--- config.mk ---
export PLATFORM = sky130hd
export DESIGN_NAME = start_referee
export DESIGN_NICKNAME = d
export VERILOG_FILES = /design/src/rtl/start_referee.sv
export SDC_FILE = /design/constraint.sdc
export NUM_CORES = 1
export LEC_CHECK = 0
export ABC_AREA = 1
export CAP_MARGIN = 0
export CORE_MARGIN = 2
export CORE_UTILIZATION = 60
export CTS_CLUSTER_DIAMETER = 60
export CTS_CLUSTER_SIZE = 40
export DETAILED_ROUTE_END_ITERATION = 10
export GPL_TIMING_DRIVEN = 0
export PLACE_DENSITY = 0.82
export SYNTH_ARGS = -nofsm -noshare
export SYNTH_HDL_FRONTEND = slang
export SYNTH_SLANG_ARGS = --single-unit
--- constraint.sdc ---
create_clock -name i_clk -period 2.9 [get_ports i_clk]
set_input_delay 0.29 -clock i_clk [delete_from_list [all_inputs] [get_ports i_clk]]
set_output_delay 0.29 -clock i_clk [all_outputs]
set_load 0.02 [all_outputs]
--- src/rtl/start_referee.sv ---
// rtl/start_referee.sv - Tug of War round referee: random start delay, go, fouls, first press.
// Optional `START_REFEREE_TIMEOUT_EN adds a GO-phase tick timeout and the o_timeout pulse.
module start_referee #(
  parameter int DELAY_BITS    = 4,
  parameter int MIN_DELAY     = 2
`ifdef START_REFEREE_TIMEOUT_EN
  ,parameter int TIMEOUT_TICKS = 32
`endif
) (
  input  logic i_clk,
  input  logic i_rst_n,
  input  logic i_slow_en,
  input  logic i_rand_bit,
  input  logic i_start,
  input  logic i_btn_l,
  input  logic i_btn_r,
  output logic o_go,
  output logic o_foul_l,
  output logic o_foul_r,
  output logic o_first_l,
  output logic o_first_r,
  output logic o_busy
`ifdef START_REFEREE_TIMEOUT_EN
  ,output logic o_timeout
`endif
);

  localparam int CW  = DELAY_BITS + 1;
  localparam int BCW = $clog2(DELAY_BITS + 1);

  typedef enum logic [2:0] {S_IDLE, S_GATHER, S_WAIT, S_GO, S_FOUL} state_t;

  state_t                r_state;
  logic [DELAY_BITS-2:0] r_shift;
  logic [BCW-1:0]        r_bitcnt;
  logic [CW-1:0]         r_cnt;

  logic                  w_press;
  logic [DELAY_BITS-1:0] w_value;
  logic [CW-1:0]         w_load;
  logic                  w_last_bit;

  // The shift reg only holds the bits gathered so far; the final bit joins them on load.
  assign w_press    = i_btn_l | i_btn_r;
  assign w_value    = {r_shift, i_rand_bit};
  assign w_load     = {1'b0, w_value} + CW'(MIN_DELAY);
  assign w_last_bit = (r_bitcnt == BCW'(DELAY_BITS - 1));

`ifdef START_REFEREE_TIMEOUT_EN
  localparam int TCW = $clog2(TIMEOUT_TICKS + 1);
  logic [TCW-1:0] r_gocnt;
  logic           w_expire;
  assign w_expire = (r_gocnt == TCW'(TIMEOUT_TICKS - 1));
`endif

  always_ff @(posedge i_clk or negedge i_rst_n) begin
    if (!i_rst_n) begin
      r_state   <= S_IDLE;
      r_shift   <= '0;
      r_bitcnt  <= '0;
      r_cnt     <= '0;
      o_go      <= 1'b0;
      o_foul_l  <= 1'b0;
      o_foul_r  <= 1'b0;
      o_first_l <= 1'b0;
      o_first_r <= 1'b0;
      o_busy    <= 1'b0;
`ifdef START_REFEREE_TIMEOUT_EN
      r_gocnt   <= '0;
      o_timeout <= 1'b0;
`endif
    end else begin
      o_first_l <= 1'b0;
      o_first_r <= 1'b0;
`ifdef START_REFEREE_TIMEOUT_EN
      o_timeout <= 1'b0;
`endif
      case (r_state)
        S_IDLE: begin
          if (i_start) begin
            r_state  <= S_GATHER;
            r_shift  <= '0;
            r_bitcnt <= '0;
            o_busy   <= 1'b1;
          end
        end
        S_GATHER: begin
          if (w_press) begin
            o_foul_l <= i_btn_l;
            o_foul_r <= i_btn_r;
            r_state  <= S_FOUL;
          end else if (i_slow_en) begin
            if (w_last_bit) begin
              r_cnt <= w_load;
              if (w_load == '0) begin
                r_state <= S_GO;
                o_go    <= 1'b1;
`ifdef START_REFEREE_TIMEOUT_EN
                r_gocnt <= '0;
`endif
              end else begin
                r_state <= S_WAIT;
              end
            end else begin
              r_shift  <= w_value[DELAY_BITS-2:0];
              r_bitcnt <= r_bitcnt + 1'b1;
            end
          end
        end
        S_WAIT: begin
          if (w_press) begin
            o_foul_l <= i_btn_l;
            o_foul_r <= i_btn_r;
            r_state  <= S_FOUL;
          end else if (i_slow_en) begin
            if (r_cnt == CW'(1)) begin
              r_cnt   <= '0;
              r_state <= S_GO;
              o_go    <= 1'b1;
`ifdef START_REFEREE_TIMEOUT_EN
              r_gocnt <= '0;
`endif
            end else begin
              r_cnt <= r_cnt - 1'b1;
            end
          end
        end
        S_GO: begin
          // A press on the expiring tick wins over the timeout.
          if (w_press) begin
            o_first_l <= i_btn_l;
            o_first_r <= i_btn_r;
            o_go      <= 1'b0;
            o_busy    <= 1'b0;
            r_state   <= S_IDLE;
          end
`ifdef START_REFEREE_TIMEOUT_EN
          else if (i_slow_en) begin
            if (w_expire) begin
              o_timeout <= 1'b1;
              o_go      <= 1'b0;
              o_busy    <= 1'b0;
              r_state   <= S_IDLE;
            end else begin
              r_gocnt <= r_gocnt + 1'b1;
            end
          end
`endif
        end
        S_FOUL: begin
          if (i_start) begin
            o_foul_l <= 1'b0;
            o_foul_r <= 1'b0;
            r_shift  <= '0;
            r_bitcnt <= '0;
            r_state  <= S_GATHER;
          end
        end
        default: begin
          r_state <= S_IDLE;
          o_go    <= 1'b0;
          o_busy  <= 1'b0;
        end
      endcase
    end
  end

endmodule

; ---- After elaboration in Yosys (flattened, before gate mapping)
; Index checks and enable logic that the tools add are counted.
[totals]
register_bits = 20
[op_classes]
addsub = 3
eq_ne = 23
muxes = 46
n_bitwise = 3
n_reduce_logical = 14
[ops]
columns = operator, count
row1 = 3-bit 2-to-1 mux, 15
row2 = 5-bit 2-to-1 mux, 6
row3 = 2-bit inequality test (second input constant), 11
row4 = 1-bit 2-to-1 mux, 17
row5 = 3-bit inequality test (second input constant), 4
row6 = 3-bit case mux with 2 select lines, 2
row7 = 3-bit case mux with 4 select lines, 1
row8 = 6-bit AND reduction, 2
row9 = 5-bit case mux with 2 select lines, 1
row10 = 3-bit by 2-bit == test with 1-bit output (second input constant), 3
row11 = 9-bit AND reduction, 1
row12 = 3-bit AND reduction, 2
row13 = 2-bit nonzero test, 3
row14 = 4-bit by 2-bit adder with 5-bit output (second input constant), 1
row15 = 5-bit by 1-bit == test with 1-bit output (second input constant), 1
row16 = 5-bit zero test, 1
row17 = 5-bit AND reduction, 1
row18 = 5-bit by 1-bit subtractor with 5-bit output (second input constant), 1
row19 = 2-bit by 1-bit inequality test with 1-bit output (second input constant), 2
row20 = 1-bit case mux with 2 select lines, 2
row21 = 1-bit case mux with 4 select lines, 1
row22 = 2-bit OR reduction, 2
row23 = 3-bit by 1-bit adder with 3-bit output (second input constant), 1
row24 = 3-bit by 1-bit == test with 1-bit output (second input constant), 1
row25 = 6 further kinds, 7

; ---- Longest topological paths before layout
; Gate-level depths: netlist of the first run.
[logic_depth]
ltp_word = 7
ltp_mapped = 11
depth_no_buf = 11

; ---- Worst setup path after synthesis of the first run
; No wires, ideal clock.
[synth_path]
path_kind = flip-flop to flip-flop
start = register r_bitcnt[0]
end = register r_shift[0]
setup_ps = 118
t_arrival_ps = 1319
t_required_ps = 2782
path_slack_ps = 1463
path_stages_with_launch = 8
period_less_slack_ps = 1437
path_cell_list = dfrtp_1 > ha_1 > ha_1 > nand3b_4 > o21ai_4 > nand3_4 > nand2_1 > nand2_1
[synth_between]
elab_chain_len = 3
[synth_rtl]
columns = item, line
row1 = start: declaration, 35  ; logic [BCW-1:0] r_bitcnt;
row2 = start signal: assignment, 106  ; r_bitcnt <= r_bitcnt + 1'b1;
row3 = 3-bit by 2-bit == test with 1-bit output, 47  ; assign w_last_bit = (r_bitcnt == BCW'(DELAY_BITS - 1));
row4 = 2-bit inequality test (no source line), n/a
row5 = 5-bit AND reduction (no source line), n/a
row6 = end signal: assignment, 105  ; r_shift <= w_value[DELAY_BITS-2:0];
row7 = end: declaration, 34  ; logic [DELAY_BITS-2:0] r_shift;
; Every way passes these cells.
; A chain may end at the register's enable or synchronous reset.

; ---- Final worst setup path of the first run
; Same ends and word-level chain as after synthesis.

==> metrics.csv, run 1 <==
stage,metric,value,unit
sta,"Slew Viols, Final",0,
sta,Final Cycle Share,54.7,%
yosys,synthesized area,1260,sq um
yosys,sequential fraction of the synthesis area,39.6,%
yosys,synthesized area per cell,7.35,sq um
clock_network,# hold bufs at CTS,0,
critical_path,critical path class,reg -> reg,
floorplanning,Die H,49.9,um
critical_path,Critical Path AT,1.80,ns
clock_network,worst skew pair latency,0.31,ns
place,DP HPWL,1910,um
clock_network,Sink Count,20,
yosys,"Async S/R FF share, synth",100,%
yosys,Mapped Nets,184,
route,drt drc,0,
yosys,synth top area cells,"dfrtp_1 (40%), nand2_1 (17%), nor2_1 (7.4%)",
cells_and_area,Layout area overhead,15.0,%
critical_path,crit end category,register,
floorplanning,core area,1980,sq um
cells_and_area,share of post-route cells with drive strength above 1,11.2,%
clock_network,Post-CTS Setup Bufs,0,
job,Max Cap Viol,0,
sta,RSZ-0062 raised after global routing,no,
sta,final hold violation count,0,
cells_and_area,# diodes,0,
route,Post-Route WL,2520,um
cells_and_area,Final nets,201,
route,DR pass1 iterations,5,
clock_network,deepest clock path buffer count,2,
sta,minimum clock period,1.59,ns
floorplanning,Die ar.,2490,sq um
yosys,Synth cell types,24,
place,IO buf count,12,
critical_path,critical-path maximum fanout,7,
sta,final setup fails,0,
critical_path,Worst path top cell family by delay,simple AND/OR/NAND/NOR gates,
route,via count,1127,
hold_path,HP Class,in -> async,
grt,GRT Residual Overflow,0,
clock_network,CTS root buf,clkbuf_4,
yosys,YS warnings,0,
cells_and_area,utilization after layout,73.4,%
critical_path,CP max stage delay,0.42,ns
sta,clk_skew,0.000978,ns
route,Antenna Nets Post-Route,0,
grt,first-pass GRT wire length,4350,um
grt,largest net degree at the start of global routing,21,
yosys,Synth Instances,172,
floorplanning,Starting Density,63.8,%
floorplanning,I/O pins,13,
clock_network,CTS tree,done,
critical_path,Critical path buffers and inverters,0,
route,Wirelength per Cell,11.7,um
power_and_ir_drop,Pwr per Cell Area,933,nW/um^2
floorplanning,Std-Cell Rows,16,
clock_network,# resized after CTS,0,
clock_network,Max H-tree Level,1,
critical_path,slowest cell on the critical path,dfrtp_1,
yosys,Yosys reg bits,20,
sta,Slew @ Worst Pin,0.882,ns
grt,initial antenna violation count,0,
yosys,Synth area leader,dfrtp_1,
sta,Peak Freq,630,MHz
power_and_ir_drop,Leak,0.764,nW
power_and_ir_drop,worst vdd ir,568,uV
critical_path,cells along the critical path,ha_1 > ha_1 > nand3b_4 > o21ai_4 > nand3_4 > nand2_1 > nand2_1,
yosys,top-count cell post-synth,nand2_1,
yosys,most used flip-flop cell after synthesis,dfrtp_1,
yosys,Synth top area share,39.6,%
route,Vias/cell,5.24,
yosys,Post-synth EDFFs,0,
place,RePlAce Congestion,0.813,
sta,Setup TNS,0,ns
grt,gr usage total,22.8,%
clock_network,total CTS buffers,3,
clock_network,Clock transition at path regs,0.11,ns
critical_path,Worst Path Required,3.11,ns
yosys,Post-synth top cells,"nand2_1 (56), nor2_1 (25), dfrtp_1 (20)",
grt,vias in the first global route,1022,
sta,WHS,0.463,ns
sta,Worst slew margin,41.0,%
run_status,outcome,"finished, final reports clean",
route,Initial DRC Count,26,
critical_path,CP startpoint kind,register,
floorplanning,die width,49.9,um
where the power goes:
group          total (mW)  switching, mW  leakage, nW  internal (mW)
clock network       0.167         0.0905       0.0210         0.0768
registers           0.457         0.0825        0.260          0.374
logic               0.734          0.459        0.484          0.275
layout make-up:
class / instances / area (sq um)
plain buffers: 1 / 11.3
well taps: 27 / 33.8
clock buffers: 4 / 36.3
inverters: 24 / 92.6
multi-input cells: 127 / 661
repair buffers: 12 / 120
flip-flops and latches: 20 / 500
fillers: 165 / 527
placed cells by master, fill, tap and decap left out, drive strengths merged:
| master | count |
|---|---|
| nor2 | 28 |
| xnor2 | 2 |
| ha | 5 |
| o22ai | 1 |
| nand3b | 1 |
| nor3 | 1 |
| nand4 | 7 |
| xor2 | 1 |
| o21ai | 10 |
| clkbuf | 4 |
| buf | 1 |
| nand2 | 59 |
| a31oi | 1 |
| nand3 | 10 |
| clkdlybuf4s50 | 12 |
| inv | 24 |
| a21oi | 1 |
| dfrtp | 20 |
per-stage QoR:
step	setup slack, ns	instances	area, sq um	power, mW
after global placement	1.14	211	1420	1.15
after detailed placement	1.06	211	1420	1.19
after CTS	1.30	215	1460	1.36
after global routing	1.21	215	1460	1.48
final	1.31	215	1460	1.36
after floorplan	1.46	172	1260	1.00
worst register-to-register path: stages (launching register included):
cell and delay [ns]:
dfrtp_1 0.42, ha_1 0.21, ha_1 0.17, nand3b_4 0.17, o21ai_4 0.25, nand3_4 0.14, nand2_1 0.08, nand2_1 0.05
path summary, 6_finish.rpt:
path	start	end	slack [ns]	depth (start not counted)
worst max-delay path	r_bitcnt[0]$_DFFE_PN0P_	r_shift[0]$_DFFE_PN0P_	1.31	7
worst min-delay path	i_rst_n	r_cnt[4]$_DFFE_PN0P_	0.46	1
worst max register to register	r_bitcnt[0]$_DFFE_PN0P_	r_shift[0]$_DFFE_PN0P_	1.31	7
worst min register to register	o_foul_r$_DFFE_PN0P_	o_foul_r$_DFFE_PN0P_	0.48	2
max in group asynchronous	i_rst_n	r_cnt[0]$_DFFE_PN0P_	1.90	1
min in group i_clk	o_foul_r$_DFFE_PN0P_	o_foul_r$_DFFE_PN0P_	0.48	2
logic make-up after synthesis:
| group | synth area share (%) |
|---|---|
| xor+xnor | 2.08 |
| simple gates | 39.0 |
| flops | 39.6 |
| fa+ha+maj | 4.95 |
| buf+inv | 8.21 |
| compound gates | 6.23 |
sequential cells by signal, indices dropped and copies added (netlist names):
signal / flops
o_first_r: 1
o_busy: 1
r_cnt: 5
o_go: 1
o_first_l: 1
r_shift: 3
o_foul_l: 1
o_foul_r: 1
r_state: 3
r_bitcnt: 3
routing by layer:
| metal | vias to the layer above | GRT usage [%] | share of wire (%) |
|---|---|---|---|
| li1 | 573 | - | - |
| met1 | 520 | 30.4 | 46 |
| met2 | 27 | 37.3 | 48 |
| met3 | 7 | 2.73 | 4.0 |
| met4 | 0 | 9.72 | 2.2 |
| met5 | - | 0 | 0 |
(Power assumes the default switching activity.)
==> inputs of run 2 (changes only) <==
--- a/config.mk
+++ b/config.mk
@@ -8,12 +8,12 @@
 export ABC_AREA = 1
 export CAP_MARGIN = 0
 export CORE_MARGIN = 2
-export CORE_UTILIZATION = 60
+export CORE_UTILIZATION = 55
 export CTS_CLUSTER_DIAMETER = 60
 export CTS_CLUSTER_SIZE = 40
 export DETAILED_ROUTE_END_ITERATION = 10
 export GPL_TIMING_DRIVEN = 0
-export PLACE_DENSITY = 0.82
+export PLACE_DENSITY = 0.76
 export SYNTH_ARGS = -nofsm -noshare
 export SYNTH_HDL_FRONTEND = slang
 export SYNTH_SLANG_ARGS = --single-unit
==> constraint.sdc (replaced) <==
create_clock -name i_clk -period 1.6 [get_ports i_clk]
set_input_delay 0.16 -clock i_clk [delete_from_list [all_inputs] [get_ports i_clk]]
set_output_delay 0.16 -clock i_clk [all_outputs]
set_load 0.02 [all_outputs]
==> run 2 against run 1 <==
Routed wire length increased by 2.1%. Register-to-register slack got worse by 1.2 ns. Clock power increased by 47%. Sequential share of layout area decreased by 0.81 points. Hold slack got worse by 0.12 ns. Largest cell class unchanged.
==> metrics.csv, run 2 (synthesis results as in run 1) <==
stage,metric,value,unit,change
critical_path,critical path class,reg -> reg,,
critical_path,CP startpoint kind,register,,
sta,Slew @ Worst Pin,0.892,ns,+0.00997 ns
sta,clk_skew,0.00432,ns,+0.00334 ns
cells_and_area,Layout area overhead,18.1,%,
cells_and_area,Largest Register,r_cnt,,
sta,"Slew Viols, Final",0,,unchanged
floorplanning,Starting Density,57.7,%,-6.1 points
route,DR pass1 iterations,4,,-1
critical_path,cells along the critical path,ha_1 > ha_1 > nand3b_4 > o21ai_4 > nand3_4 > nand2_1 > nand2_1,,
critical_path,critical-path maximum fanout,6,,-1
grt,GRT Residual Overflow,0,,unchanged
cells_and_area,fillers,169,,+2.4%
grt,vias in the first global route,1140,,+12%
clock_network,CTS root buf,clkbuf_4,,
cells_and_area,Final nets,203,,+1.0%
clock_network,Clock transition at path regs,0.12,ns,about the same
critical_path,CP max stage delay,0.42,ns,about the same
critical_path,slowest cell on the critical path,dfrtp_1,,
floorplanning,die width,52.0,um,+4.1%
cells_and_area,share of post-route cells with drive strength above 1,15.3,%,+4.2 points
route,Wirelength per Cell,11.8,um,+1.1%
route,drt drc,0,,unchanged
critical_path,Worst path top cell family by delay,simple AND/OR/NAND/NOR gates,,
grt,largest net degree at the start of global routing,21,,unchanged
grt,initial antenna violation count,0,,unchanged
route,Antenna Nets Post-Route,0,,unchanged
hold_path,HP Class,in -> async,,
clock_network,deepest clock path buffer count,2,,unchanged
clock_network,# hold bufs at CTS,0,,unchanged
critical_path,Critical path buffers and inverters,0,,unchanged
floorplanning,I/O pins,13,,unchanged
power_and_ir_drop,Pwr per Cell Area,1690,nW/um^2,+81%
clock_network,CTS tree,done,,
floorplanning,core area,2190,sq um,+11%
sta,RSZ-0062 raised after global routing,yes,,
cells_and_area,utilization after layout,68.2,%,-5.2 points
run_status,outcome,"finished, final reports clean",,
floorplanning,Std-Cell Rows,17,,+1
floorplanning,Die H,52.0,um,+4.1%
grt,gr usage total,22.4,%,-0.49 points
job,Max Cap Viol,0,,unchanged
critical_path,Worst Path Required,1.80,ns,-1.31 ns
sta,Worst slew margin,40.4,%,-0.67 points
cells_and_area,max reg flops,5,,unchanged
floorplanning,Die ar.,2700,sq um,+8.3%
critical_path,worst reg2reg path startpoint,r_bitcnt[0]$_DFFE_PN0P_,,
route,Initial DRC Count,31,,+19%
cells_and_area,# diodes,0,,unchanged
route,via count,1146,,+1.7%
power_and_ir_drop,Power Total,2.52,mW,+86%
critical_path,Critical Path AT,1.73,ns,-0.07 ns
critical_path,crit path launch,r_bitcnt[0]$_DFFE_PN0P_,,
grt,first-pass GRT wire length,4570,um,+4.9%
critical_path,crit end category,register,,
place,DP HPWL,1940,um,+1.5%
power_and_ir_drop,worst vdd ir,1020,uV,+79%
sta,Final Cycle Share,95.3,%,+41 points
sta,final setup fails,0,,unchanged
route,Vias/cell,5.28,,+0.75%
sta,minimum clock period,1.53,ns,-0.0617 ns
route,Post-Route WL,2570,um,+2.1%
cells_and_area,"commonest non-fill, non-tap cell in the layout",nand2_1,,
clock_network,worst skew pair latency,0.30,ns,about the same
place,RePlAce Congestion,0.820,,+0.94%
clock_network,total CTS buffers,3,,unchanged
power_and_ir_drop,Leak,0.773,nW,+1.1%
sta,final hold violation count,0,,unchanged
clock_network,Sink Count,20,,unchanged
cells_and_area,most frequent cells in the layout,"nand2_1 (53), nor2_1 (24), dfrtp_1 (19)",,
place,IO buf count,12,,unchanged
clock_network,Max H-tree Level,1,,unchanged
sta,Peak Freq,656,MHz,+4.0%
==> run 2: path summary, 6_finish.rpt <==
kind                                     endpoint  slack (ns)  depth (start not counted)
max                        r_shift[1]$_DFFE_PN0P_        0.07                          7
min                           o_first_l$_DFF_PN0_        0.35                          1
max reg2reg                r_shift[1]$_DFFE_PN0P_        0.07                          7
min reg2reg                  o_foul_l$_DFFE_PN0P_        0.48                          2
max in group asynchronous  r_state[0]$_DFFE_PN0P_        0.66                          1
min in group i_clk            o_first_r$_DFF_PN0_        0.44                          3
==> run 2: what timing repair did <==
item | in CTS | in global routing
setup buffers | 2 | 0
pin swaps | 1 | 1
gates cloned | 0 | 0
setup endpoints to repair | 1 | 10
resized for setup | 0 | 11
==> run 2: metal layers <==
layer,vias to the layer above,part of all wire (%),track usage [%]
met2,23,49,37.3
met1,543,46,28.3
met3,4,3.1,2.87
met4,0,1.0,11.0
met5,-,0,0
li1,576,-,-
==> run 2: final cells by class <==
cell class | count | area, sq um | area share (%)
repair buffers | 14 | 139 | 9.30
well taps | 28 | 35.0 | 2.35
multi-input cells | 127 | 692 | 46.3
flip-flops and latches | 20 | 502 | 33.6
plain buffers | 1 | 11.3 | 0.754
clock buffers | 3 | 22.5 | 1.51
inverters | 24 | 92.6 | 6.20
==> run 2: power by group <==
part | switching [mW] | total, mW | internal (mW)
clock | 0.158 | 0.246 | 0.0878
combinational | 0.878 | 1.44 | 0.566
sequential | 0.152 | 0.834 | 0.681
total | 1.19 | 2.52 | 1.34
==> run 2: worst register-to-register path: stages (launching register included) <==
cell and delay (ns):
dfrtp_1 0.42, ha_1 0.21, ha_1 0.18, nand3b_4 0.18, o21ai_4 0.19, nand3_4 0.13
nand2_1 0.08, nand2_1 0.05
==> run 2: per-stage QoR <==
| step | instance area (sq um) | setup TNS [ns] | hold WS [ns] | instances | setup slack [ns] |
|---|---|---|---|---|---|
| 5_1_grt | 1490 | -0.00220 | 0.438 | 217 | -0.00220 |
| 6_report | 1490 | 0 | 0.347 | 217 | 0.0747 |
| 2_1_floorplan | 1260 | 0 | -0.136 | 172 | 0.163 |
| 3_3_place_gp | 1420 | -0.243 | 0.456 | 212 | -0.0421 |
| 4_1_cts | 1460 | 0 | 0.386 | 217 | 0.0370 |
| 3_5_place_dp | 1420 | -0.339 | 0.463 | 212 | -0.0705 |
